File: config.mk
export PLATFORM = sky130hd
export DESIGN_NAME = ifetch_ctrl_flat
export DESIGN_NICKNAME = d
export VERILOG_FILES = /design/src/rtl/ifetch_pkg.sv /design/src/rtl/ifetch_if.sv /design/src/rtl/ifetch_fetch_queue.sv /design/src/rtl/ifetch_ctrl.sv /design/src/flat_wrapper.sv
export SDC_FILE = /design/constraint.sdc
export NUM_CORES = 1
export LEC_CHECK = 0
export BUFFER_PORTS_ARGS = -buffer_cell sky130_fd_sc_hd__buf_2
export CORE_MARGIN = 3
export CORE_UTILIZATION = 55
export DETAILED_ROUTE_END_ITERATION = 8
export PLACE_DENSITY = 0.83
export SLEW_MARGIN = 5
export SYNTH_ARGS = -nofsm -noshare
export SYNTH_HDL_FRONTEND = slang
export SYNTH_HIERARCHICAL = 1
export SYNTH_SLANG_ARGS = --single-unit
File: constraint.sdc
create_clock -name clk -period 2.5 [get_ports clk]
set_input_delay 0.125 -clock clk [delete_from_list [all_inputs] [get_ports clk]]
set_output_delay 0.125 -clock clk [all_outputs]
set_load 0.005 [all_outputs]
File: src/rtl/ifetch_pkg.sv
// rtl/ifetch_pkg.sv - shared types and constants for the instruction-fetch controller
package ifetch_pkg;

  typedef enum logic [1:0] {
    ST_IDLE = 2'd0,
    ST_RUN  = 2'd1,
    ST_HALT = 2'd2
  } state_t;

  typedef struct packed {
    logic [31:0] instr;
    logic [31:0] pc;
  } qentry_t;

  localparam int QDEPTH = 2;

  function automatic logic is_aligned(input logic [31:0] addr);
    return addr[1:0] == 2'b00;
  endfunction

endpackage

File: src/rtl/ifetch_if.sv
// rtl/ifetch_if.sv - fetch-to-decode valid/ready handshake bundle
interface ifetch_if;
  logic        out_valid;
  logic        out_ready;
  logic [31:0] out_instr;
  logic [31:0] out_pc;

  modport master (output out_valid, output out_instr, output out_pc, input out_ready);
  modport slave  (input out_valid, input out_instr, input out_pc, output out_ready);
endinterface

File: src/rtl/ifetch_fetch_queue.sv
// rtl/ifetch_fetch_queue.sv - 2-entry FIFO of fetched {instr, pc}; flush beats push
module fetch_queue
  import ifetch_pkg::*;
(
  input  logic    clk,
  input  logic    rst_n,
  input  logic    push,
  input  logic    pop,
  input  logic    flush,
  input  qentry_t din,
  output qentry_t head,
  output logic    full,
  output logic    empty
);

  qentry_t    mem [QDEPTH];
  logic       rd_ptr;
  logic       wr_ptr;
  logic [1:0] count;

  // Storage, pointers and occupancy; a flush discards everything including a same-cycle push.
  always_ff @(posedge clk or negedge rst_n) begin
    if (!rst_n) begin
      mem[0] <= '0;
      mem[1] <= '0;
      rd_ptr <= 1'b0;
      wr_ptr <= 1'b0;
      count  <= 2'd0;
    end else if (flush) begin
      rd_ptr <= 1'b0;
      wr_ptr <= 1'b0;
      count  <= 2'd0;
    end else begin
      if (push) begin
        mem[wr_ptr] <= din;
        wr_ptr      <= ~wr_ptr;
      end
      if (pop) rd_ptr <= ~rd_ptr;
      count <= count + {1'b0, push} - {1'b0, pop};
    end
  end

  assign head  = mem[rd_ptr];
  assign full  = (count == 2'(QDEPTH));
  assign empty = (count == 2'd0);

endmodule

File: src/rtl/ifetch_ctrl.sv
// rtl/ifetch_ctrl.sv - fetch FSM, program counter, range/alignment checks and fault capture
module ifetch_ctrl
  import ifetch_pkg::*;
#(
  parameter logic [31:0] RESET_PC   = 32'h0000_0000,
  parameter int          IMEM_WORDS = 64
) (
  input  logic          clk,
  input  logic          rst_n,
  input  logic          start,
  output logic [31:0]   imem_addr,
  input  logic [31:0]   imem_rdata,
  input  logic          redirect_valid,
  input  logic [31:0]   redirect_pc,
  ifetch_if.master      dec,
  output logic          running,
  output logic          fault,
  output logic [31:0]   fault_pc
);

  localparam logic [31:0] PC_LIMIT = 32'(4 * IMEM_WORDS);

  state_t      state, state_nx;
  logic [31:0] pc;
  logic        pop, can_accept, in_range;
  logic        redir_ok, redir_bad;
  logic        push, flush, fetch_fault;
  logic        full, empty;
  qentry_t     din, head;

  assign pop        = dec.out_valid && dec.out_ready;
  assign can_accept = !full || pop;
  assign in_range   = pc < PC_LIMIT;
  assign redir_ok   = redirect_valid && is_aligned(redirect_pc) && (state != ST_HALT);
  assign redir_bad  = redirect_valid && !is_aligned(redirect_pc) && (state != ST_HALT);

  // State register.
  always_ff @(posedge clk or negedge rst_n) begin
    if (!rst_n) state <= ST_IDLE;
    else        state <= state_nx;
  end

  // Next state: a misaligned redirect or an out-of-range fetch halts until reset.
  always_comb begin
    state_nx = state;
    case (state)
      ST_IDLE: begin
        if (redir_bad)  state_nx = ST_HALT;
        else if (start) state_nx = ST_RUN;
      end
      ST_RUN: begin
        if (redir_bad) state_nx = ST_HALT;
        else if (!redirect_valid && can_accept && !in_range) state_nx = ST_HALT;
      end
      ST_HALT: state_nx = ST_HALT;
      default: state_nx = ST_IDLE;
    endcase
  end

  // FSM outputs: fetch only in RUN with room, never in a redirect cycle.
  always_comb begin
    push        = 1'b0;
    fetch_fault = 1'b0;
    flush       = redirect_valid && (state != ST_HALT);
    if (state == ST_RUN && !redirect_valid && can_accept) begin
      push        = in_range;
      fetch_fault = !in_range;
    end
  end

  // Program counter and sticky fault capture.
  always_ff @(posedge clk or negedge rst_n) begin
    if (!rst_n) begin
      pc       <= RESET_PC;
      fault    <= 1'b0;
      fault_pc <= 32'h0;
    end else begin
      if (redir_ok)  pc <= redirect_pc;
      else if (push) pc <= pc + 32'd4;
      if (redir_bad) begin
        fault    <= 1'b1;
        fault_pc <= redirect_pc;
      end else if (fetch_fault) begin
        fault    <= 1'b1;
        fault_pc <= pc;
      end
    end
  end

  assign din.instr = imem_rdata;
  assign din.pc    = pc;

  fetch_queue u_queue (
    .clk   (clk),
    .rst_n (rst_n),
    .push  (push),
    .pop   (pop),
    .flush (flush),
    .din   (din),
    .head  (head),
    .full  (full),
    .empty (empty)
  );

  assign dec.out_valid = !empty;
  assign dec.out_instr = head.instr;
  assign dec.out_pc    = head.pc;
  assign imem_addr     = pc;
  assign running       = (state == ST_RUN);

endmodule
File: src/flat_wrapper.sv
// flat-port wrapper written by rule: the top's interface ports become plain ports
module ifetch_ctrl_flat import ifetch_pkg::*;
#(
  parameter logic [31:0] RESET_PC   = 32'h0000_0000,
  parameter int          IMEM_WORDS = 64
)
  (clk, rst_n, start, imem_addr, imem_rdata, redirect_valid, redirect_pc, running, fault, fault_pc, dec_out_valid, dec_out_instr, dec_out_pc, dec_out_ready);
  ifetch_if dec_i ();
  input  logic clk;
  input  logic rst_n;
  input  logic start;
  output logic [31:0] imem_addr;
  input  logic [31:0] imem_rdata;
  input  logic redirect_valid;
  input  logic [31:0] redirect_pc;
  output logic running;
  output logic fault;
  output logic [31:0] fault_pc;
  output wire logic [$bits(dec_i.out_valid)-1:0] dec_out_valid;
  output wire logic [$bits(dec_i.out_instr)-1:0] dec_out_instr;
  output wire logic [$bits(dec_i.out_pc)-1:0] dec_out_pc;
  input wire logic [$bits(dec_i.out_ready)-1:0] dec_out_ready;
  assign dec_out_valid = dec_i.out_valid;
  assign dec_out_instr = dec_i.out_instr;
  assign dec_out_pc = dec_i.out_pc;
  assign dec_i.out_ready = dec_out_ready;
  ifetch_ctrl #(.RESET_PC(RESET_PC), .IMEM_WORDS(IMEM_WORDS)) u_core (.clk(clk), .rst_n(rst_n), .start(start), .imem_addr(imem_addr), .imem_rdata(imem_rdata), .redirect_valid(redirect_valid), .redirect_pc(redirect_pc), .dec(dec_i), .running(running), .fault(fault), .fault_pc(fault_pc));
endmodule
==> impl_summary.md <==
Die
After floorplanning, the core was divided into 46 placement rows. The area of the core is 0.0161 mm². The die span in y is between 100 and 150 µm. Once the floorplan was initialized, standard cells occupied a little under three fifths of the core. In this run the horizontal extent of the chip is around 130 µm. The number of placed I/O pins is 200. The die covers ~0.018 mm².

Layout
The ratio of cells with drive above 1 in the final layout is 52.5%. The area growth from synthesis to layout is 27.8%. With fillers left out, the area of the finished cells amounts to approximately 0.012 mm². At the end of the flow, the number of nets in the layout was a little under 1000. The post-route non-filler standard cell count is around 1100. The number of inserted diodes is 0.

Cells fill between 70% and 80% of the core in the end.

Yosys
The count of flip-flops with a built-in enable after synthesis is 0. Counting every net in the synthesized netlist gives slightly above 700. The share of the synthesized area in the top cell type is 54.7%. The number of warnings issued by yosys is 6.

Yosys attributes the largest share of cell area to dfrtp_1 55%, mux2_2 19%, mux2_4 9.9%. Synthesis inferred between 150 and 200 register bits. The most used flip-flop cell after synthesis is dfrtp_1. The mean instance size in the synthesized netlist is 14.2 µm². The number of instances in the synthesized netlist is 640. The post-synthesis cell type with the largest combined area is dfrtp_1. The number of library cell types mapped by synthesis is 44. The mapped cell area is 0.00910 mm².

In the synthesized netlist the async set-or-reset flop fraction comes to between 90% and 100%. The proportion of synthesized chip area in sequential cells is between 50% and 60%.

Setup path
The reg2reg setup slack is 0.1 ns. Counting buffers and inverters, the worst setup path is 6 cells deep. The endpoint kind of the worst setup timing path is a register. The worst setup path is launched from a register. The worst reg2reg path startpoint is u_core/imem_addr[12]. The peak per-stage delay on the critical path is 0.46 ns.

The required time of the worst setup path is 2.80 ns. The endpoint identified for the worst register-to-register timing path is u_core/u_queue/mem[123]. The cell family contributing the most delay on the critical path is simple AND/OR/NAND/NOR gates. The arrival time of data at the critical path endpoint is around 2.7 ns. The critical path goes through nor4_4, nand4_2, nor3_4, nor3b_4, buf_12, mux2_2.

Along the worst path, the maximum fanout reaches 41. The number of buffer and inverter instances along the worst setup path is 1. For the worst flop-to-flop path, the logic depth is 6. The critical path class is register to register. The standard cell with the maximum stage delay on the critical path is dfrtp_2.

Global route
The via count of the first global-routing pass is ~6800. The number of antenna violations at the first check in global routing is 2. Entering global routing, the biggest net connects slightly below 80 pins. Across every metal layer, demand over resource in global routing totals between 20 and 30%. The global-route wire length before repair is 36700 µm. Global routing finished with a remaining overflow of 0.

Drt
The remaining routing DRC violations is 0. The average detailed-routed wire length per instance is roughly 20 µm. The final route contains ~6300 vias.

In the routed layout, each cell is associated on average with a via count of between 5 and 6. The number of DRC markers in iteration 0 is 346. The final wirelength is 22700 µm. The first TritonRoute pass finished after 4 iterations. The detail route stage leaves a number of antenna-violating nets equal to 0.

Timing
For the pin with the worst max-slew slack, the measured transition is around 0.64 ns. The relative slew slack is a little under three fifths. The highest achievable clock rate is 0.416 GHz. The number of failing hold endpoints at the final stage is 0. Setup slack on the critical path of the routed design comes to approximately 0.096 ns. The clock period minus worst slack is around 2.4 ns. Across all hold checks on the routed design, the worst slack comes to 0.0310 ns.

For the final routed database, the setup TNS stands at 0 ns. Clock skew on the completed layout was measured at approximately 0.0066 ns. The count of final max-slew check failures is 0.

Dividing the final minimum period by the clock period gives between 90% and 100%. Setup violations remaining at the end of the flow were counted as 0.

Clock tree
The maximum level of the CTS H-tree is 4. The TritonCTS buffer count is 17. The CTS tree is built.

The total number of clock tree sinks is a little under 200. The clock-pin transition on the worst setup and hold timing paths is ~0.070 ns. The cell at the root of the clock tree is clkbuf_16. Clock latency on the worst-skew pair, taken at its later pin, is approximately 0.42 ns.

The clock tree buffer depth is 2.

Min path
In this run the most critical hold path is launched from redirect_pc[8]. The type of the worst min-delay path is input port to register. The worst hold path depth is 3. The capture endpoint of the worst hold path is u_core/imem_addr[8].

Job
The number of max-cap violations is 0.

Power
The post-route total power is ~9.6 mW. The peak ir drop on the vdd network is between 700 and 800 µV. Power spread over the standard cell area amounts to ~830 mW/mm². For this design the static power due to leakage is ~6 nW.

Placement
Including well taps, the total number of placed cells is 1041. The placed instance area is between 0.01 and 0.015 mm². Port buffering added just under 200 buffers. OpenSTA, run right after detailed placement, puts the worst setup slack at 0.0155 ns. The global placer's final weighted congestion is about 0.8. The final HPWL from detailed placement is between 10000 and 15000 µm.

Run status
The flow ran to the end, and the final reports show no timing, DRC or antenna violations.
logic make-up (layout without fill, tap and decap cells):
logic type	Yosys count	in the layout	synth area share, %
buffers and inverters	51	335	4.21
xor gates and xnor gates	4	4	0.536
DFF	199	199	54.7
AOI/OAI and AO/OA	85	85	5.61
and+or+nand+nor	75	75	4.39
adders and majority gates	7	7	0.962
muxes	219	219	29.6
tightest hold or removal path, stage by stage:
cell and delay [ns]:
buf_2 0.11, a22oi_1 0.09, o21ai_0 0.09
flip-flops by register name, indices dropped and copies added (netlist names):
register	cells
u_core/fault	1
u_core/imem_addr	32
u_core/u_queue/wr_ptr	1
u_core/state	2
u_core/u_queue/rd_ptr	1
u_core/u_queue/mem	128
u_core/fault_pc	32
u_core/u_queue/count	2
cell usage in the layout (no fill, tap or decap), drive strengths merged, types with 3 or more instances in the layout:
| cell type | Yosys | routed |
|---|---|---|
| nand3 | 4 | 4 |
| dlygate4sd3 | 0 | 62 |
| a22oi | 5 | 5 |
| mux2 | 219 | 219 |
| o21ai | 14 | 14 |
| o22ai | 26 | 26 |
| nor3b | 3 | 3 |
| inv | 15 | 16 |
| a21oi | 29 | 29 |
| clkbuf | 6 | 25 |
| nor2 | 36 | 36 |
| nand2 | 12 | 12 |
| buf | 30 | 226 |
| nor4 | 7 | 7 |
| ha | 7 | 7 |
| dfrtp | 199 | 199 |
| xnor2 | 3 | 3 |
| nor3 | 4 | 4 |
synthesized netlist by cell type (2+ instances only):
cell      count
nor3b_1       2
a21oi_1      29
nor4_2        4
buf_2        12
nor2b_1       2
buf_6         9
buf_12        6
nor3_1        2
ha_1          7
o21ai_0       7
o21ai_1       6
a22oi_1       5
nor2_1       36
dfrtp_1     199
mux2_1        5
nand2b_1      2
a221o_1       2
nand3_1       4
o211ai_1      2
buf_4         3
mux2_2      154
xnor2_1       3
inv_1        15
nor4_1        3
o22ai_1      26
mux2_4       60
nand2_1      12
a32oi_1       2
clkbuf_1      6
layout make-up:
class / instances / area, µm²
Multi-Input combinational cell: 390 / 3770
Sequential cell: 199 / 4980
Timing Repair Buffer: 290 / 1960
Tap cell: 216 / 270
Clock inverter: 7 / 93.8
Fill cell: 1035 / 4430
Clock buffer: 23 / 488
Inverter: 15 / 56.3
report_power, final:
part	switching (mW)	internal, mW
combinational	1.16	1.21
sequential	0.741	3.76
clock	1.16	1.57
total	3.06	6.54
per-layer routing:
layer / vias up / GRT usage, % / part of all wire [%]
met5: - / 0 / 0.10
met4: 4 / 7.35 / 1.9
met3: 38 / 8.01 / 6.7
met2: 230 / 43.4 / 49
met1: 3204 / 32.3 / 42
li1: 2850 / - / -
how the worst max path moves through the flow:
stage	end	slack [ns]	startpoint
final	u_core/u_queue/mem[123]	0.1	u_core/imem_addr[12]
after global routing	u_core/u_queue/mem[123]	-0.01	u_core/imem_addr[13]
after CTS	u_core/u_queue/mem[0]	0.006	u_core/u_queue/count[0]
after detailed placement	u_core/u_queue/mem[0]	0.02	u_core/u_queue/count[0]
after global placement	u_core/u_queue/mem[63]	0.07	u_core/u_queue/count[0]
after floorplan	u_core/u_queue/mem[120]	0.22	u_core/state[1]
what timing repair did:
item / in CTS / in global routing
hold buffers: 62 / 0
endpoints found under the setup margin: 56 / 67
endpoints found under the hold margin: 175 / 0
setup buffers: 0 / 6
pin swaps: 0 / 2
resized for setup: 1 / 9
cloned: 0 / 1
No activity file was read; power rests on OpenSTA's default activity.
